<file path="src/rtl/xor_serial_arbiter_if.sv">
// Request/response bundle between operand producers and the shared
// serial XOR sequencer. The master side owns requests and response
// acceptance; the slave side owns grants and the result.
interface xor_serial_arbiter_if #(
    parameter int N_REQ = 4,
    parameter int WIDTH = 8
);
    localparam int ID_W = ($clog2(N_REQ) > 1) ? $clog2(N_REQ) : 1;

    logic [N_REQ-1:0]       req_valid;
    logic [N_REQ*WIDTH-1:0] req_a;
    logic [N_REQ*WIDTH-1:0] req_b;
    logic [N_REQ-1:0]       req_ready;
    logic                   rsp_valid;
    logic                   rsp_ready;
    logic [WIDTH-1:0]       rsp_data;
    logic [ID_W-1:0]        rsp_id;
    logic                   busy;

    modport master (
        output req_valid, req_a, req_b, rsp_ready,
        input  req_ready, rsp_valid, rsp_data, rsp_id, busy
    );

    modport slave (
        input  req_valid, req_a, req_b, rsp_ready,
        output req_ready, rsp_valid, rsp_data, rsp_id, busy
    );
endinterface

</file>
<file path="src/rtl/xor_serial_arbiter.sv">
// Round-robin sequencer for a single NAND-built XOR bit cell shared by
// N_REQ requesters. A granted operand pair is streamed LSB-first through
// the cell, one bit per clock, and the word result is returned tagged
// with the owning requester index.
module xor_serial_arbiter #(
    parameter int N_REQ = 4,
    parameter int WIDTH = 8
) (
    input  logic                  clk,
    input  logic                  rst,
    xor_serial_arbiter_if.slave   bus
);
    localparam int ID_W  = ($clog2(N_REQ) > 1) ? $clog2(N_REQ) : 1;
    localparam int CNT_W = ($clog2(WIDTH) > 1) ? $clog2(WIDTH) : 1;
    localparam logic [CNT_W-1:0] LAST_BIT = CNT_W'(WIDTH - 1);

    typedef enum logic [1:0] {
        IDLE = 2'd0,
        CALC = 2'd1,
        DONE = 2'd2
    } state_t;

    state_t             state;
    logic [ID_W-1:0]    ptr;
    logic [WIDTH-1:0]   sh_a;
    logic [WIDTH-1:0]   sh_b;
    logic [WIDTH-1:0]   data_q;
    logic [ID_W-1:0]    id_q;
    logic               valid_q;
    logic               busy_q;
    logic [CNT_W-1:0]   cnt;

    logic [N_REQ-1:0]   grant;
    logic [ID_W-1:0]    gid;
    logic [ID_W-1:0]    gnext;
    logic [ID_W-1:0]    idx;
    logic               gfound;
    logic               accept;

    logic               n_ab;
    logic               n_a;
    logic               n_b;
    logic               xbit;

    // Insert a new result bit at the MSB so the word ends LSB-aligned.
    function automatic logic [WIDTH-1:0] shift_in(input logic [WIDTH-1:0] word,
                                                  input logic bit_in);
        logic [WIDTH-1:0] tmp;
        tmp = word >> 1;
        tmp[WIDTH-1] = bit_in;
        return tmp;
    endfunction

    // The one shared XOR cell: four NAND gates on the operand LSBs.
    assign n_ab = ~(sh_a[0] & sh_b[0]);
    assign n_a  = ~(sh_a[0] & n_ab);
    assign n_b  = ~(sh_b[0] & n_ab);
    assign xbit = ~(n_a & n_b);

    // Round-robin search starting at ptr; grants only in IDLE outside reset.
    always_comb begin
        grant  = '0;
        gid    = '0;
        gfound = 1'b0;
        idx    = '0;
        for (int k = 0; k < N_REQ; k++) begin
            idx = ID_W'((int'(ptr) + k) % N_REQ);
            if (!gfound && bus.req_valid[idx]) begin
                gfound = 1'b1;
                gid    = idx;
            end
        end
        gnext = (int'(gid) == N_REQ - 1) ? '0 : gid + ID_W'(1);
        if (gfound && (state == IDLE) && !rst) begin
            grant[gid] = 1'b1;
        end
    end

    assign accept = |(grant & bus.req_valid);

    // Sequencer: accept one request, stream it through the cell, hold the result.
    always_ff @(posedge clk) begin
        if (rst) begin
            state   <= IDLE;
            ptr     <= '0;
            valid_q <= 1'b0;
            data_q  <= '0;
            id_q    <= '0;
            busy_q  <= 1'b0;
            cnt     <= '0;
        end else begin
            case (state)
                IDLE: begin
                    if (accept) begin
                        sh_a   <= bus.req_a[gid*WIDTH +: WIDTH];
                        sh_b   <= bus.req_b[gid*WIDTH +: WIDTH];
                        id_q   <= gid;
                        cnt    <= '0;
                        ptr    <= gnext;
                        busy_q <= 1'b1;
                        state  <= CALC;
                    end
                end
                CALC: begin
                    data_q <= shift_in(data_q, xbit);
                    sh_a   <= sh_a >> 1;
                    sh_b   <= sh_b >> 1;
                    cnt    <= cnt + CNT_W'(1);
                    if (cnt == LAST_BIT) begin
                        valid_q <= 1'b1;
                        state   <= DONE;
                    end
                end
                DONE: begin
                    if (bus.rsp_ready) begin
                        valid_q <= 1'b0;
                        busy_q  <= 1'b0;
                        state   <= IDLE;
                    end
                end
                default: state <= IDLE;
            endcase
        end
    end

    assign bus.req_ready = grant;
    assign bus.rsp_valid = valid_q;
    assign bus.rsp_data  = data_q;
    assign bus.rsp_id    = id_q;
    assign bus.busy      = busy_q;
endmodule

</file>
<file path="src/flat_wrapper.sv">
// flat-port wrapper written by rule: the top's interface ports become plain ports
module xor_serial_arbiter_flat 
#(
    parameter int N_REQ = 4,
    parameter int WIDTH = 8
)
  (clk, rst, bus_req_valid, bus_req_a, bus_req_b, bus_rsp_ready, bus_req_ready, bus_rsp_valid, bus_rsp_data, bus_rsp_id, bus_busy);
  xor_serial_arbiter_if #(.N_REQ(N_REQ), .WIDTH(WIDTH)) bus_i ();
  input  logic clk;
  input  logic rst;
  input wire logic [$bits(bus_i.req_valid)-1:0] bus_req_valid;
  input wire logic [$bits(bus_i.req_a)-1:0] bus_req_a;
  input wire logic [$bits(bus_i.req_b)-1:0] bus_req_b;
  input wire logic [$bits(bus_i.rsp_ready)-1:0] bus_rsp_ready;
  output wire logic [$bits(bus_i.req_ready)-1:0] bus_req_ready;
  output wire logic [$bits(bus_i.rsp_valid)-1:0] bus_rsp_valid;
  output wire logic [$bits(bus_i.rsp_data)-1:0] bus_rsp_data;
  output wire logic [$bits(bus_i.rsp_id)-1:0] bus_rsp_id;
  output wire logic [$bits(bus_i.busy)-1:0] bus_busy;
  assign bus_i.req_valid = bus_req_valid;
  assign bus_i.req_a = bus_req_a;
  assign bus_i.req_b = bus_req_b;
  assign bus_i.rsp_ready = bus_rsp_ready;
  assign bus_req_ready = bus_i.req_ready;
  assign bus_rsp_valid = bus_i.rsp_valid;
  assign bus_rsp_data = bus_i.rsp_data;
  assign bus_rsp_id = bus_i.rsp_id;
  assign bus_busy = bus_i.busy;
  xor_serial_arbiter #(.N_REQ(N_REQ), .WIDTH(WIDTH)) u_core (.clk(clk), .rst(rst), .bus(bus_i));
endmodule
</file>
<file path="config.mk">
export PLATFORM = sky130hd
export DESIGN_NAME = xor_serial_arbiter_flat
export DESIGN_NICKNAME = d
export VERILOG_FILES = /design/src/rtl/xor_serial_arbiter_if.sv /design/src/rtl/xor_serial_arbiter.sv /design/src/flat_wrapper.sv
export SDC_FILE = /design/constraint.sdc
export NUM_CORES = 1
export LEC_CHECK = 0
export ABC_AREA = 0
export CORE_MARGIN = 8
export CORE_UTILIZATION = 44
export DETAILED_ROUTE_END_ITERATION = 16
export PLACE_DENSITY = 0.85
export SLEW_MARGIN = 40
export SYNTH_ARGS = -nofsm -noshare
export SYNTH_HDL_FRONTEND = slang
export SYNTH_SLANG_ARGS = --single-unit
</file>
<file path="constraint.sdc">
create_clock -name clk -period 3.8 [get_ports clk]
set_clock_uncertainty 0.1 [all_clocks]
set_input_delay 0.57 -clock clk [delete_from_list [all_inputs] [get_ports clk]]
set_output_delay 0.57 -clock clk [all_outputs]
set_load 0.03 [all_outputs]
</file>
* Yosys cells after proc, flatten, opt, wreduce, memory -nomap -nowiden *
Index checks and enable logic that the tools add are counted.

storage, ports and cells
  logic and storage cells = 95
  bits in registers = 35

cells by class
  mux-type cells = 35
  reductions and logical operators = 21
  equal/unequal tests = 7
  $add $sub $neg = 5
  bitwise gates (word level) = 10
  magnitude comparators = 6
  shifts and indexed selects = 2

operators with widths
  operator             count
  $shiftx 32x6->8      2
  $pmux 8 s2           2
  $mux 2               8
  $mux 8               2
  $lt 2x3->1 const B   5
  $mux 1               12
  $reduce_and 3->1     4
  $bmux 1 s2           4
  $logic_and 1x1->1    6
  $pmux 2 s3           1
  $pmux 3 s2           1
  $reduce_bool 2->1    3
  $not 1->1            5
  $add 2x1->2 const B  2
  $add 2x2->2 const B  2
  $and 1x1->1          4
  $and 4x4->4          1
  $eq 2x1->1 const B   2
  $logic_not 1->1      4
  $mux 4               1
  $ne 2x1->1 const B   2
  $pmux 1 s2           2
  $reduce_and 2->1     2
  $reduce_or 4->1      1
  other kinds (8)      8

* Depth between registers and ports, before layout *
Gate-level depths: netlist of the first run.

  depth after elaboration = 21
  gate-level depth with buffers = 9
  depth with buffers taken out = 8

* Worst setup path after synthesis of the first run *
OpenSTA, ideal clock, no wires.

  kind = input-to-reg
  from = in bus_req_valid[3]
  to = reg u_core.sh_a[0], enable pin
  buffers on the path = 2
  cell stages on the path = 9
  library setup time = 0.382 ns
  data required time = 3.318 ns
  data arrival time = 2.743 ns
  setup slack = 0.574 ns
  cell sequence = buf_2 > nor2_2 > or3_1 > buf_6 > clkinv_1 > ha_1 > a2111oi_4 > a21o_1 > o21ai_1

on the way
  longest elaborated chain between the ends = 21

RTL lines
  what                                     line                       text
  start: declaration                       flat_wrapper.sv:11         input wire logic [$bits(bus_i.req_valid)-1:0] bus_req_valid;
  $bmux 1 s2                               xor_serial_arbiter.sv:68   if (!gfound && bus.req_valid[idx]) begin
  $mux 1 (not written as such)             xor_serial_arbiter.sv:68
  $mux 1                                   xor_serial_arbiter.sv:68
  $logic_not 1->1                          xor_serial_arbiter.sv:68
  $logic_and 1x1->1                        xor_serial_arbiter.sv:68
  $mux 1                                   xor_serial_arbiter.sv:68
  $logic_not 1->1                          xor_serial_arbiter.sv:68
  $logic_and 1x1->1                        xor_serial_arbiter.sv:68
  [... 5 more ...]                         n/a
  $logic_and 1x1->1 (not written as such)  xor_serial_arbiter.sv:75   grant[gid] = 1'b1;
  $mux 1 (not written as such)             xor_serial_arbiter.sv:75
  $demux 1 s2                              n/a
  $mux 4                                   xor_serial_arbiter.sv:74   if (gfound && (state == IDLE) && !rst) begin
  $and 4x4->4 (*)                          xor_serial_arbiter.sv:79   assign accept = |(grant & bus.req_valid);
  $reduce_or 4->1 (*)                      xor_serial_arbiter.sv:79
  $ne 2x1->1 (no source line) (*)          n/a
  $reduce_and 3->1 (no source line) (*)    n/a
  end signal: assignment                   xor_serial_arbiter.sv:95   sh_a <= bus.req_a[gid*WIDTH +: WIDTH];
  end signal: assignment                   xor_serial_arbiter.sv:106  sh_a <= sh_a >> 1;
  end: declaration                         xor_serial_arbiter.sv:25   logic [WIDTH-1:0] sh_a;

Mark *: on every way between the ends. The rest lies on a longest branch, timed or not. The select of a mux whose other input is x is not followed.
A chain may end at the register's enable or synchronous reset.

* Final worst setup path of the first run *
  from = in bus_req_valid[2]
  to = out bus_req_ready[1]

on the way
  longest elaborated chain between the ends = 17

RTL lines
  what                                                                   line                      text
  $bmux 1 s2                                                             xor_serial_arbiter.sv:68
  $mux 1 (not written as such)                                           xor_serial_arbiter.sv:68
  $mux 1                                                                 xor_serial_arbiter.sv:68
  $logic_not 1->1                                                        xor_serial_arbiter.sv:68
  $logic_and 1x1->1                                                      xor_serial_arbiter.sv:68
  $mux 1                                                                 xor_serial_arbiter.sv:68
  $logic_not 1->1                                                        xor_serial_arbiter.sv:68
  $logic_and 1x1->1                                                      xor_serial_arbiter.sv:68
  $mux 1                                                                 xor_serial_arbiter.sv:68
  $logic_not 1->1                                                        xor_serial_arbiter.sv:68
  $logic_and 1x1->1                                                      xor_serial_arbiter.sv:68
  $mux 2                                                                 xor_serial_arbiter.sv:68
  $lt 2x3->1 (not written as such) / $ge 2x1->1 (equally long branches)  xor_serial_arbiter.sv:75
  $logic_and 1x1->1 (not written as such)                                xor_serial_arbiter.sv:75
  $mux 1 (not written as such)                                           xor_serial_arbiter.sv:75
  $demux 1 s2                                                            n/a
  $mux 4 (*)                                                             xor_serial_arbiter.sv:74
  end: declaration                                                       flat_wrapper.sv:15        output wire logic [$bits(bus_i.req_ready)-1:0] bus_req_ready;

Marked as above.

==> impl_metrics.env, run 1 <==
export IMPL_dpl_hpwl_um=5141
export IMPL_core_um2=5042
export IMPL_grt_max_degree=24
export IMPL_drive_gt1_share_pct=18.93
export IMPL_clk_latency_ps=290
export IMPL_synth_cells=225
export IMPL_synth_top_area_share_pct=21.09
export IMPL_register_area_um2=860.8
export IMPL_hold_violations=0
export IMPL_fillers=428
export IMPL_synth_area_um2=2278
export IMPL_cp_start_kind="input pin"
export IMPL_place_gp_congestion=0.8330
export IMPL_ir_worst_vdd_mv=0.2686
export IMPL_outcome="finished, final reports clean"
export IMPL_grt_pass1_wl_um=10800
export IMPL_async_flop_share_pct=0
export IMPL_crit_path_end_kind="output port"
export IMPL_antenna_left=0
export IMPL_layout_worst_path_cycle_share_pct=95.01
export IMPL_p_leak_uw=0.001205
export IMPL_slew_headroom_pct=52.87
export IMPL_slew_violations=0
export IMPL_multiInputGateArea_um2=1287
export IMPL_rsz0062_at_grt="no"
export IMPL_final_cell_mix="clkdlybuf4s50_1, nand2_1, a211oi_2"
export IMPL_die_h_um=87.96
export IMPL_grt_util_all_layers_pct=18.01
export IMPL_critPathMaxFanout=6
export IMPL_synth_yosys_seq_area_share_pct=37.78
export IMPL_power_per_cell_area_nw_per_um2=474.1
export IMPL_via_per_inst=5.561
export IMPL_tightest_slew_ps=706.1
export IMPL_die_width_um=87.96
export IMPL_syn_area_per_cell_um2=10.13
export IMPL_cts_buffer_depth=2
export IMPL_cap_violations=0
export IMPL_ys_ff_latch=35
export IMPL_grt_pass1_vias=2207
export IMPL_setup_tns_ps=0
export IMPL_cts_root_buf="clkbuf_8"
export IMPL_cts_made_buffers=5
export IMPL_fin_util_pct=66.48
export IMPL_synthToLayoutAreaGrowth_pct=47.12
export IMPL_dieArea_um2=7737
export IMPL_diodes=0
export IMPL_avgRoutedWirePerCell_um=17.62
export IMPL_yosys_top_cells_area="edfxtp_1, dfxtp_1, a211oi_2"
export IMPL_rows=26
export IMPL_io_buffers=86
export IMPL_drt_iter0_markers=197
export IMPL_antenna_found_initial=0
export IMPL_wl_um=6820
export IMPL_synth_edf_count=16
export IMPL_dp_cells=379
export IMPL_drc=0
export IMPL_synth_fp_nets=299
export IMPL_final_cells=387
export IMPL_cts_sinks=35
export IMPL_nets=390
export IMPL_fmax_mhz=277.0
export IMPL_initial_core_util_pct=45.19
export IMPL_netlist_cell_type_count=48
export IMPL_grt_ovfl_total=0
export IMPL_io_pins=87
export IMPL_tritoncts="done"
export IMPL_period_minus_slack_ps=3610
export IMPL_finalPower_uw=1589
export IMPL_final_common_cell="clkdlybuf4s50_1"
export IMPL_htree_levels=2
export IMPL_synth_top_cell_by_area="edfxtp_1"
export IMPL_setup_viol=0
export IMPL_synth_main_ff_cell="dfxtp_1"
export IMPL_dr_pass1_iters=4
export IMPL_criticalPathCategory="input pin to output port"
export IMPL_clkTransAtPathRegs_ps=70
export IMPL_critPathRequiredTime_ps=3130
export IMPL_ys_warn_count=0
export IMPL_vias=2152
export IMPL_min_path_type="register to register"
export IMPL_worst_ep_arrival_time_ps=2940
-- path summary, 6_finish.rpt --
| path | from | endpoint | slack (ps) | cells past startpoint |
|---|---|---|---|---|
| max | bus_req_valid[2] | bus_req_ready[1] | 190 | 6 |
| min | u_core.bus.rsp_data[0]$_SDFFE_PP0P_ | u_core.bus.rsp_data[0]$_SDFFE_PP0P_ | 370 | 2 |
| max reg2reg | u_core.ptr[1]$_SDFFE_PP0P_ | u_core.sh_a[7]$_SDFFCE_PP0P_ | 1070 | 9 |
| min reg2reg | u_core.bus.rsp_data[0]$_SDFFE_PP0P_ | u_core.bus.rsp_data[0]$_SDFFE_PP0P_ | 370 | 2 |
-- worst max-delay path, cell delays in order --
cell and delay (ps):
clkdlybuf4s50_1 520, mux2i_2 250, nor2_4 40, or3_2 540
nor3_1 280, clkdlybuf4s50_1 740
-- metal layers --
| metal | wire length, um | global-route usage (%) | up-vias |
|---|---|---|---|
| met4 | 184 | 7.500 | 0 |
| met2 | 3452 | 30.10 | 77 |
| met1 | 2677 | 20.62 | 1012 |
| li1 | - | - | 1045 |
| met3 | 505 | 5.722 | 18 |
| met5 | 0 | 0 | - |
-- stage by stage --
stage	cell area, um2	hold WS, ps	setup WS (ps)
floorplan	2278	385.7	574.4
global placement	3227	344.1	133.0
detailed placement	3227	360.3	80.73
CTS	3349	370.2	76.36
global route	3352	390.3	30.66
finish	3352	366.5	189.7
-- cell families (layout without fill, tap and decap cells) --
group	Yosys count	count (layout)	synth area share, %
AND/OR/NAND/NOR	86	86	20.37
AO/OA/AOI/OAI	62	62	27.29
flip-flops	35	35	37.78
buffers and inverters	23	115	5.765
multiplexers	15	15	6.754
adder cells (fa/ha/maj)	3	3	1.648
XOR/XNOR	1	1	0.3845
-- layout make-up --
type / instances / area share [%]
Tap cell: 70 / 2.613
Timing Repair Buffer: 101 / 28.97
Multi-Input combinational cell: 167 / 38.41
Inverter: 6 / 0.6719
Sequential cell: 35 / 25.68
Clock buffer: 8 / 3.658
-- power breakdown --
group	total [uW]	switching, uW	leakage (uW)	internal [uW]
Clock	343	134	0.0000618	209
Combinational	696	386	0.000835	310
Sequential	550	42.6	0.000308	507
Total	1590	563	0.00120	1030
-- cells in the mapped netlist, types with 2 or more instances --
cell type and number:
a31oi_1 2, nand4_1 3, nor2_2 2, a311oi_2 2
nor4b_1 16, a211oi_2 24, dfxtp_1 19, nor2b_1 3
nand3_1 4, nor2_1 19, nand2b_1 4, clkbuf_1 9
and3_1 2, buf_8 2, a211oi_1 9, inv_1 4
edfxtp_1 16, a21oi_1 10, nand2_1 26, buf_2 3
o21ai_1 2, mux2i_1 14, buf_6 2, nor3_1 2
ha_1 3
-- registers in the layout, summed over array words and instances, names as in the netlist --
register / cells
u_core.bus.busy: 1
u_core.ptr: 2
u_core.state: 2
u_core.bus.rsp_id: 2
u_core.sh_b: 8
u_core.cnt: 3
u_core.bus.rsp_data: 8
u_core.sh_a: 8
u_core.bus.rsp_valid: 1
-- timing repair --
item,CTS,global route
endpoints found under the setup margin,0,1
hold buffers,0,0
resized for setup,0,1
buffers inserted,0,0
endpoints found under the hold margin,0,0
No activity file was read; power rests on OpenSTA's default activity.
==> inputs of run 2 (changes only) <==
--- a/config.mk
+++ b/config.mk
@@ -6,10 +6,11 @@
 export NUM_CORES = 1
 export LEC_CHECK = 0
 export ABC_AREA = 0
+export CORE_ASPECT_RATIO = 0.7
 export CORE_MARGIN = 8
-export CORE_UTILIZATION = 44
+export CORE_UTILIZATION = 40
 export DETAILED_ROUTE_END_ITERATION = 16
-export PLACE_DENSITY = 0.85
+export PLACE_DENSITY = 0.82
 export SLEW_MARGIN = 40
 export SYNTH_ARGS = -nofsm -noshare
 export SYNTH_HDL_FRONTEND = slang
==> constraint.sdc (replaced) <==
create_clock -name clk -period 3.3 [get_ports clk]
set_clock_uncertainty 0.1 [all_clocks]
set_input_delay 0.495 -clock clk [delete_from_list [all_inputs] [get_ports clk]]
set_output_delay 0.495 -clock clk [all_outputs]
set_load 0.03 [all_outputs]
==> run 2 against run 1 <==
Via count is 0.14% lower. Worst hold slack better by 9.1 ps. Cell area is 0.60% lower. Critical endpoint is now bus_req_ready[3].
==> impl_metrics.env, run 2 (synthesized netlist as in run 1, its figures left out) <==
export IMPL_dpl_hpwl_um=5392
export IMPL_diodes=0
export IMPL_critPathMaxFanout=6
export IMPL_avgRoutedWirePerCell_um=18.03
export IMPL_tritoncts="done"
export IMPL_grt_pass1_wl_um=11240
export IMPL_grtUsageMet3_pct=3.800
export IMPL_layout_worst_path_cycle_share_pct=94.83
export IMPL_final_cell_mix="clkdlybuf4s50_1, nand2_1, a211oi_2"
export IMPL_synthToLayoutAreaGrowth_pct=46.24
export IMPL_drive_gt1_share_pct=19.81
export IMPL_grt_use_met2_pct=28.58
export IMPL_grt_pass1_vias=2190
export IMPL_p_leak_uw=0.001183
export IMPL_wl_um=7087
export IMPL_reg2reg_depth=9
export IMPL_core_um2=5612
export IMPL_hold_violations=0
export IMPL_slew_headroom_pct=67.28
export IMPL_vias=2149
export IMPL_critPathSlowestCell="or3_2"
export IMPL_clk_latency_ps=290
export IMPL_die_width_um=106.2
export IMPL_antenna_left=0
export IMPL_grt_ovfl_total=0
export IMPL_cts_buffer_depth=2
export IMPL_fin_util_pct=59.38
export IMPL_cts_hold_buf=0
export IMPL_min_from="u_core.bus.rsp_data[1]$_SDFFE_PP0P_"
export IMPL_placed_area_um2=3248
export IMPL_period_minus_slack_ps=3129
export IMPL_via_per_inst=5.468
export IMPL_regToRegStartpoint="u_core.ptr[1]$_SDFFE_PP0P_"
export IMPL_fillers=486
export IMPL_power_per_cell_area_nw_per_um2=526.4
export IMPL_ctsResizeCount=0
export IMPL_crit_path_end_kind="output port"
export IMPL_cap_violations=0
export IMPL_dr_pass1_iters=4
export IMPL_setup_viol=0
export IMPL_initial_core_util_pct=40.60
export IMPL_htree_levels=2
export IMPL_cp_cell_sequence="clkdlybuf4s50_1, mux2i_2, nor2_4, or3_2, clkinv_1, ha_1, and2_1, buf_4"
export IMPL_grt_busiest_layer="met2"
export IMPL_fmax_mhz=319.6
export IMPL_io_pins=87
export IMPL_grt_util_all_layers_pct=16.78
export IMPL_rows=23
export IMPL_met1_usage_pct=20.91
export IMPL_rsz0062_at_grt="no"
export IMPL_place_gp_congestion=0.8800
export IMPL_io_buffers=86
export IMPL_cts_root_buf="clkbuf_8"
export IMPL_setup_tns_ps=0
export IMPL_clkTransAtPathRegs_ps=80
export IMPL_cp_start_kind="input pin"
export IMPL_dieArea_um2=8406
export IMPL_drt_iter0_markers=110
export IMPL_antenna_found_initial=0
export IMPL_post_cts_setup_buffers=0
export IMPL_nets=391
export IMPL_slew_violations=0
export IMPL_rr_endpoint="u_core.sh_a[4]$_DFFE_PP_"
export IMPL_drc=0
export IMPL_max_stage_delay_ps=560
export IMPL_ir_worst_vdd_mv=0.2815
export IMPL_final_common_cell="clkdlybuf4s50_1"
export IMPL_worst_ep_arrival_time_ps=2530
export IMPL_holdPathStages=2
export IMPL_reg2reg_slack_ps=580
export IMPL_fin_area_um2=3332
export IMPL_outcome="finished, final reports clean"
export IMPL_cts_sinks=35
export IMPL_tightest_slew_ps=484.0
export IMPL_cts_made_buffers=5
export IMPL_die_h_um=79.15
export IMPL_min_path_type="register to register"
export IMPL_grt_max_degree=33
export IMPL_critPathRequiredTime_ps=2700
export IMPL_criticalPathCategory="input pin to output port"
export IMPL_whs_endpoint="u_core.bus.rsp_data[0]$_SDFFE_PP0P_"
## run 2: cell types whose count changed in the layout (fill, tap and decap cells not counted)
cell             before  now
buf_12                0    1
buf_4                17   19
clkbuf_16             2    0
clkdlybuf4s50_1      83   82
clkinv_2              0    1
dlymetal6s2s_1        1    0
inv_4                 0    1
## run 2: routing by layer
metal / wire length, um / part of all wire [%]
met5: 0 / 0
met4: 51 / 0.72
met1: 3216 / 45
met2: 3524 / 50
met3: 293 / 4.1
## run 2: report_power, final
group / switching [uW] / internal (uW)
Sequential: 47.0 / 584
Combinational: 449 / 368
Clock: 158 / 148
Total: 654 / 1100
## run 2: final cells by class
cell class	count	area (um2)	share of cell area (%)
Multi-Input combinational cell	167	1287	38.64
Timing Repair Buffer	102	983.4	29.52
Sequential cell	35	860.8	25.84
Tap cell	75	93.84	2.816
Clock buffer	6	72.57	2.178
Inverter	6	22.52	0.6759
Clock inverter	2	11.26	0.3380
## run 2: how the worst max path moves through the flow
| stage | startpoint | to | slack (ps) |
|---|---|---|---|
| floorplan | bus_req_valid[3] | u_core.sh_a[0]$_DFFE_PP_ | 150 |
| global placement | bus_req_valid[2] | u_core.sh_b[1]$_DFFE_PP_ | 140 |
| detailed placement | bus_req_valid[2] | u_core.sh_b[1]$_DFFE_PP_ | 50 |
| CTS | bus_req_valid[2] | bus_req_ready[3] | 180 |
| global route | bus_req_valid[2] | bus_req_ready[3] | 100 |
| finish | bus_req_valid[2] | bus_req_ready[3] | 170 |
## run 2: critical path: cells and delay by family
kind,cells,cell delay (ps)
and+or+nand+nor,3,770
buffers and inverters,3,780
muxes,1,250
adders and majority gates,1,220
## run 2: through the flow
step,instances,hold slack (ps),power (uW),setup WS (ps)
2_1_floorplan,225,385.7,1184,149.4
3_3_place_gp,385,347.8,1433,143.8
3_5_place_dp,385,363.8,1455,47.64
4_1_cts,393,375.1,1762,184.5
5_1_grt,393,399.3,1852,102.7
6_report,393,375.6,1754,170.6
==> inputs of run 3 (changes only) <==
--- a/config.mk
+++ b/config.mk
@@ -11,6 +11,7 @@
 export CORE_UTILIZATION = 40
 export DETAILED_ROUTE_END_ITERATION = 16
 export PLACE_DENSITY = 0.82
+export SETUP_SLACK_MARGIN = 0.15
 export SLEW_MARGIN = 40
 export SYNTH_ARGS = -nofsm -noshare
 export SYNTH_HDL_FRONTEND = slang
==> run 3 against run 2 <==
Maximum frequency is 1.5% higher. Sequential power barely moved. Final cell count shrank 0.25%. Critical path depth down 1. Via count decreased by 0.28%. Register-to-register slack better by 30 ps. Die area unchanged. Clock power decreased by 2%. First-iteration DRC count fell by 14%. Routed wire length shrank 3.8%. Utilization grew 0.089 points. Sequential share of layout area barely moved. Critical endpoint unchanged. Largest cell class unchanged. Largest power group unchanged.
==> impl_metrics.env, run 3 (synthesized netlist as in run 1, its figures left out) <==
export IMPL_outcome="finished, final reports clean"
export IMPL_nets=390
export IMPL_grt_util_all_layers_pct=16.74
export IMPL_die_width_um=106.2
export IMPL_ir_worst_vdd_mv=0.3727
export IMPL_core_um2=5612
export IMPL_fillers=493
export IMPL_diodes=0
export IMPL_cts_made_buffers=5
export IMPL_post_cts_setup_buffers=0
export IMPL_whs_ps=362.9
export IMPL_holdPathStages=2
export IMPL_avgRoutedWirePerCell_um=17.39
export IMPL_crit_path_end_kind="output port"
export IMPL_multiInputGateArea_um2=1304
export IMPL_highest_layer="met4"
export IMPL_setup_viol=0
export IMPL_place_gp_congestion=0.8478
export IMPL_grt_ovfl_total=0
export IMPL_min_path_type="register to register"
export IMPL_final_common_cell="clkdlybuf4s50_1"
export IMPL_period_minus_slack_ps=3082
export IMPL_rsz0062_at_grt="no"
export IMPL_wl_met2_um=3314
export IMPL_initial_core_util_pct=40.60
export IMPL_wl_met3_um=397
export IMPL_setup_tns_ps=0
export IMPL_critPathMaxFanout=6
export IMPL_slew_violations=0
export IMPL_cts_root_buf="clkbuf_8"
export IMPL_wl_met1_um=3004
export IMPL_drc=0
export IMPL_clkTransAtPathRegs_ps=70
export IMPL_regToRegStartpoint="u_core.ptr[1]$_SDFFE_PP0P_"
export IMPL_dieArea_um2=8406
export IMPL_clk_latency_ps=280
export IMPL_fmax_mhz=324.4
export IMPL_reg2reg_slack_ps=610
export IMPL_die_h_um=79.15
export IMPL_rr_endpoint="u_core.sh_b[5]$_DFFE_PP_"
export IMPL_worst_ep_arrival_time_ps=2490
export IMPL_critPathRequiredTime_ps=2700
export IMPL_htree_levels=2
export IMPL_finalPower_uw=1736
export IMPL_slew_headroom_pct=64.18
export IMPL_cts_buffer_depth=2
export IMPL_drt_iter0_markers=95
export IMPL_rows=23
export IMPL_p_leak_uw=0.001197
export IMPL_final_cell_mix="clkdlybuf4s50_1, nand2_1, a211oi_2"
export IMPL_synthToLayoutAreaGrowth_pct=46.46
export IMPL_layout_worst_path_cycle_share_pct=93.41
export IMPL_cp_start_kind="input pin"
export IMPL_antenna_found_initial=0
export IMPL_min_from="u_core.bus.rsp_data[0]$_SDFFE_PP0P_"
export IMPL_grt_pass1_wl_um=11310
export IMPL_wl_um=6815
export IMPL_power_per_cell_area_nw_per_um2=520.3
export IMPL_fin_util_pct=59.46
export IMPL_whs_endpoint="u_core.bus.rsp_data[0]$_SDFFE_PP0P_"
export IMPL_antenna_left=0
export IMPL_io_pins=87
export IMPL_criticalPathCategory="input pin to output port"
export IMPL_dr_pass1_iters=5
export IMPL_timing_final_ws_setup_ps=217.6
export IMPL_hold_violations=0
export IMPL_vias=2143
export IMPL_reg2reg_depth=8
export IMPL_cap_violations=0
export IMPL_via_per_inst=5.467
export IMPL_cts_sinks=35
export IMPL_pre_cts_slack_ps=90.00
export IMPL_register_area_um2=860.8
export IMPL_tritoncts="done"
export IMPL_grt_max_degree=37
export IMPL_tightest_slew_ps=535.2
export IMPL_io_buffers=86
export IMPL_drive_gt1_share_pct=20.19
export IMPL_grt_pass1_vias=2246
export IMPL_dpl_hpwl_um=5214
==> run 3: cell count changes in the layout (fill, tap and decap cells not counted) <==
cell	previous run	this run
nor3_1	2	1
o21ai_1	2	1
dlymetal6s2s_1	0	2
nor3_2	0	1
o21ai_4	0	1
buf_12	1	0
buf_6	0	1
clkdlybuf4s50_1	82	80
buf_4	19	18
==> run 3: worst max path at each step <==
stage                           from                        to  slack (ps)  depth (start not counted)
floorplan           bus_req_valid[3]  u_core.sh_a[0]$_DFFE_PP_         350                          9
global placement    bus_req_valid[2]  u_core.sh_a[5]$_DFFE_PP_         140                          9
detailed placement  bus_req_valid[2]  u_core.sh_a[2]$_DFFE_PP_          90                          9
CTS                 bus_req_valid[2]          bus_req_ready[1]         220                          7
finish              bus_req_valid[3]          bus_req_ready[3]         220                          7
global route        bus_req_valid[3]          bus_req_ready[3]         170                          7
==> run 3: per-layer routing <==
layer | up-vias | track usage, %
li1 | 1041 | -
met1 | 1026 | 21.02
met2 | 65 | 28.08
met3 | 11 | 3.719
met4 | 0 | 5.315
met5 | - | 0
==> run 3: final cells by class <==
cell class              count  share of cell area [%]
multi-input cells         167                   39.07
clock buffers               6                   2.175
well taps                  75                   2.812
flip-flops and latches     35                   25.80
repair buffers            101                   29.13
inverters                   6                  0.6749
clock inverters             2                  0.3375
==> run 3: what timing repair did <==
action | in CTS | in global routing
pin swaps | 0 | 0
resized for setup | 1 | 3
hold buffers | 0 | 0
endpoints found under the setup margin | 1 | 4
==> run 3: power breakdown <==
group | internal [uW] | total (uW) | switching (uW)
combinational | 359 | 804 | 445
clock | 148 | 299 | 151
sequential | 584 | 633 | 48.8
total | 1090 | 1740 | 645
==> run 3: per-stage QoR <==
| stage | cell area, um2 | instances |
|---|---|---|
| 6_report | 3337 | 392 |
| 5_1_grt | 3337 | 392 |
| 4_1_cts | 3319 | 392 |
| 3_5_place_dp | 3232 | 384 |
| 3_3_place_gp | 3232 | 384 |
| 2_1_floorplan | 2282 | 225 |
==> run 3: critical path: stages <==
cell             delay [ps]
clkdlybuf4s50_1         730
nor2_2                  100
or3_2                   490
clkinv_1                100
ha_1                    240
and2_1                  170
buf_4                   160
==> edit 1: new RTL, config.mk and constraints of run 3 <==
`WIDTH` is set to 8 in 3 places; all go to 4.
--- a/src/rtl/xor_serial_arbiter_if.sv
+++ b/src/rtl/xor_serial_arbiter_if.sv
@@ -3,7 +3,7 @@
 // acceptance; the slave side owns grants and the result.
 interface xor_serial_arbiter_if #(
     parameter int N_REQ = 4,
-    parameter int WIDTH = 8
+    parameter int WIDTH = 4
 );
     localparam int ID_W = ($clog2(N_REQ) > 1) ? $clog2(N_REQ) : 1;
 
--- a/src/rtl/xor_serial_arbiter.sv
+++ b/src/rtl/xor_serial_arbiter.sv
@@ -4,7 +4,7 @@
 // with the owning requester index.
 module xor_serial_arbiter #(
     parameter int N_REQ = 4,
-    parameter int WIDTH = 8
+    parameter int WIDTH = 4
 ) (
     input  logic                  clk,
     input  logic                  rst,
--- a/src/flat_wrapper.sv
+++ b/src/flat_wrapper.sv
@@ -2,7 +2,7 @@
 module xor_serial_arbiter_flat 
 #(
     parameter int N_REQ = 4,
-    parameter int WIDTH = 8
+    parameter int WIDTH = 4
 )
   (clk, rst, bus_req_valid, bus_req_a, bus_req_b, bus_rsp_ready, bus_req_ready, bus_rsp_valid, bus_rsp_data, bus_rsp_id, bus_busy);
   xor_serial_arbiter_if #(.N_REQ(N_REQ), .WIDTH(WIDTH)) bus_i ();
Ports: changed (resized bus_req_a, bus_req_b and bus_rsp_data); port bits go from 87 to 51. No check against the original RTL was run, so the function may have changed too.
==> edit 1 against run 3 <==
- design area fell by 39%
- count of clock-buffer cells in the layout fell by 3
- worst setup slack improved by 160 ps
- clock power fell by 15%
- final cell count fell by 34%
- total power fell by 32%
- wire length fell by 44%
- first-iteration DRC count rose by 3.2%
- sequential power fell by 41%
- global-route usage fell by 3.3 points
- sequential cell count fell by 13
- synthesized area fell by 40%
- hold slack got worse by 8.3 ps
- critical path type unchanged
- largest cell class unchanged
- highest routed layer unchanged
==> edit 1: results <==
export IMPL_power_density_nw_per_um2=577.2
export IMPL_ys_warn_count=0
export IMPL_cts_reportedPaths_clkPinSlew_ps=90
export IMPL_netlist_instances=158
export IMPL_route_met2_wl_microns=1600
export IMPL_p_clk_share_pct=21.7
export IMPL_drt_iter0_drc=98
export IMPL_grtUsageMet3_pct=6.289
export IMPL_dp_hpwl_microns=2902
export IMPL_setup_worst_path_end="bus_req_ready[2]"
export IMPL_p_sw_share_pct=35.62
export IMPL_place_area_sq_um=1963
export IMPL_cp_max_fo=4
export IMPL_insertion_delay_ps=260
export IMPL_wl_per_cell_microns=14.56
export IMPL_setup_ws_ps=381.2
export IMPL_drt_total_wl_microns=3785
export IMPL_timing_hold_ws_ps=354.7
export IMPL_power_frac_seq_pct=32.0
export IMPL_drive_gt1_share_pct=11.27
export IMPL_critPathMaxStageDelay_ps=540
export IMPL_p_leak_nw=0.7882
export IMPL_tns_ps=0
export IMPL_synth_area_leaders="dfxtp_1 20%, edfxtp_1 17%, mux2i_1 12%"
export IMPL_vias=1325
export IMPL_grtUsageTotal_pct=13.48
export IMPL_arrival_ps=2320
export IMPL_r2r_slack_ps=1070
export IMPL_ctsResizeCount=2
export IMPL_critPathLaunch="bus_req_valid[0]"
export IMPL_reg2reg_to="u_core.sh_a[3]"
export IMPL_met3WireLength_microns=320
export IMPL_status="completed"
export IMPL_synthArstFlopShare_pct=0
export IMPL_synthTopCellsByCount="29 x nand2_1, 17 x mux2i_1, 14 x dfxtp_1, 14 x nor3_1, 11 x a21oi_1"
export IMPL_yosysSeqAreaShare_pct=37.85
export IMPL_synth_distinct_cells=35
export IMPL_cts_htree_levels=1
export IMPL_synth_edf_count=8
export IMPL_groute_layer_met2_usage_pct=20.96
export IMPL_dp_cells=256
export IMPL_pre_cts_ws_ps=101.6
export IMPL_syn_nets=199
export IMPL_top_layer_used="met4"
export IMPL_ir_drop_mv=0.3975
export IMPL_grt_util_met1_pct=16.98
export IMPL_worst_pin_slew_ps=751.8
export IMPL_timing_rr_start="u_core.ptr[1]"
export IMPL_dr_pass1_iters=4
export IMPL_io_buffers=50
export IMPL_cts_made_buffers=3
export IMPL_grt_pass1_wl_microns=6182
export IMPL_cts_buffer_depth=2
export IMPL_grt_max_degree=19
export IMPL_gp_congestion=0.8929
export IMPL_drt_met1_wl_microns=1849
export IMPL_antennaDiodeCount=0
==> edit 1: cell types whose count changed after synthesis, moves of 5 or more <==
cell / delta
a211oi_2: -24
nor4b_1: -16
nor3_1: +12
nor2_1: -10
edfxtp_1: -8
a211oi_1: -6
dfxtp_1: -5
o211ai_1: +5
==> edit 1: kinds of logic (layout without fill, tap and decap cells) <==
logic type                 Yosys count  count (layout)  share of synthesized area (%)
muxes                               18              18                          13.47
adders and majority gates            2               2                          1.820
buffers and inverters               14              69                          4.095
DFF                                 22              22                          37.85
AOI/OAI and AO/OA                   34              34                          19.02
xor gates and xnor gates             1               1                         0.6371
and+or+nand+nor                     67              67                          23.11
==> edit 1: final cells by class <==
type	count	area (sq um)
Clock buffer	3	41.29
Clock inverter	1	30.03
Fill cell	279	1180
Inverter	6	22.52
Multi-Input combinational cell	122	798.3
Sequential cell	22	520.5
Tap cell	47	58.81
Timing Repair Buffer	59	560.5
==> edit 2: new RTL, flow settings as in run 3 <==
Without the edit above. Re-encode `state_t` (3 states) as one-hot, 3 bits wide.
--- a/src/rtl/xor_serial_arbiter.sv
+++ b/src/rtl/xor_serial_arbiter.sv
@@ -14,10 +14,10 @@
     localparam int CNT_W = ($clog2(WIDTH) > 1) ? $clog2(WIDTH) : 1;
     localparam logic [CNT_W-1:0] LAST_BIT = CNT_W'(WIDTH - 1);
 
-    typedef enum logic [1:0] {
-        IDLE = 2'd0,
-        CALC = 2'd1,
-        DONE = 2'd2
+    typedef enum logic [2:0] {
+        IDLE = 3'b001,
+        CALC = 3'b010,
+        DONE = 3'b100
     } state_t;
 
     state_t             state;
Check against the original RTL: same outputs for any inputs over 4 cycles, from zero or initial values and one cycle with rst high; so few cycles prove little.
==> edit 2 against run 3 <==
- hold slack got worse by 2.6 ps
- total power grew 17%
- design area down 5.0%
- first-iteration DRC count increased by 45%
- synthesized area is 6.3% lower
- worst setup slack better by 60 ps
- wire length down 7.8%
- sequential cell count up 1
- highest routed layer unchanged
==> edit 2: results <==
export IMPL_reg2reg_to="u_core.sh_b[2]"
export IMPL_dp_hpwl_microns=4750
export IMPL_io_buffers=86
export IMPL_viasPerCell=5.603
export IMPL_timing_hold_ws_ps=360.3
export IMPL_synth_area_leaders="edfxtp_1 22%, dfxtp_1 19%, mux2i_1 8.0%"
export IMPL_antenna_found_initial=0
export IMPL_synthArstFlopShare_pct=0
export IMPL_cts_made_buffers=5
export IMPL_grtUsageTotal_pct=15.99
export IMPL_ir_drop_mv=0.5403
export IMPL_vias=2174
export IMPL_synthTopCellsByCount="25 x nor2_1, 21 x a211oi_1, 20 x dfxtp_1, 20 x nand2_1"
export IMPL_drive_gt1_share_pct=9.810
export IMPL_grt_pass1_wl_microns=10350
export IMPL_antennaDiodeCount=0
export IMPL_finalCritPeriodShare_pct=91.59
export IMPL_cp_max_fo=33
export IMPL_relSlewSlack_pct=57.40
export IMPL_status="completed"
export IMPL_dp_cells=380
export IMPL_pre_cts_ws_ps=148.2
export IMPL_drt_total_wl_microns=6286
export IMPL_synth_edf_count=16
export IMPL_synth_distinct_cells=40
export IMPL_drt_iter0_drc=138
export IMPL_r2r_slack_ps=810
export IMPL_syn_nets=304
export IMPL_nNetsFinal=389
export IMPL_gp_congestion=0.7509
export IMPL_place_area_sq_um=3080
export IMPL_p_leak_nw=1.131
export IMPL_dr_pass1_iters=4
export IMPL_rr_worst_depth=8
export IMPL_synth_flop_cell="dfxtp_1"
export IMPL_arrival_ps=2430
export IMPL_yosysSeqAreaShare_pct=41.24
export IMPL_fill_cells=438
export IMPL_critPathMaxStageDelay_ps=470
export IMPL_avgSynthCellArea_sq_um=9.286
export IMPL_ys_warn_count=0
export IMPL_grt_max_degree=34
export IMPL_ctsResizeCount=0
edit 2: kinds of logic after synthesis:
family          synth area share, %
flops                         41.24
compound gates                20.27
buf+inv                       5.682
xor+xnor                     0.4102
mux                           7.967
fa+ha+maj                     1.758
simple gates                  22.67
edit 2: cell type report:
class | count | area, sq um | share of cell area, %
multi-input cells | 167 | 1150 | 36.27
repair buffers | 98 | 940.9 | 29.68
flip-flops and latches | 36 | 880.8 | 27.78
well taps | 72 | 90.09 | 2.841
clock buffers | 5 | 68.82 | 2.170
inverters | 7 | 26.28 | 0.8287
clock inverters | 3 | 13.76 | 0.4341
edit 2: worst max-delay path by stage:
stage,from,end,cells after the start
2_1_floorplan,bus_req_valid[2],u_core.sh_a[0],9
3_5_place_dp,bus_req_valid[2],u_core.sh_b[4],9
3_3_place_gp,bus_req_valid[2],u_core.sh_b[3],9
5_1_grt,bus_req_valid[2],bus_req_ready[1],7
6_report,bus_req_valid[2],bus_req_ready[1],7
4_1_cts,bus_req_valid[2],bus_req_ready[1],7
edit 2: report_power, final:
| part | switching (mW) | internal (mW) |
|---|---|---|
| Clock | 0.147 | 0.143 |
| Combinational | 0.579 | 0.430 |
| Sequential | 0.0648 | 0.659 |
edit 2: worst max-delay path: cells and delay by family:
family                 cells  cell delay [ps]
muxes                      1              190
and+or+nand+nor            3              760
buffers and inverters      3              980
edit 2: layer usage:
metal,vias up,GRT usage [%],share of wire (%)
met5,-,0,0
met4,0,3.309,0.48
met3,5,4.779,8.1
met2,76,24.87,49
met1,1034,21.14,43
li1,1059,-,-
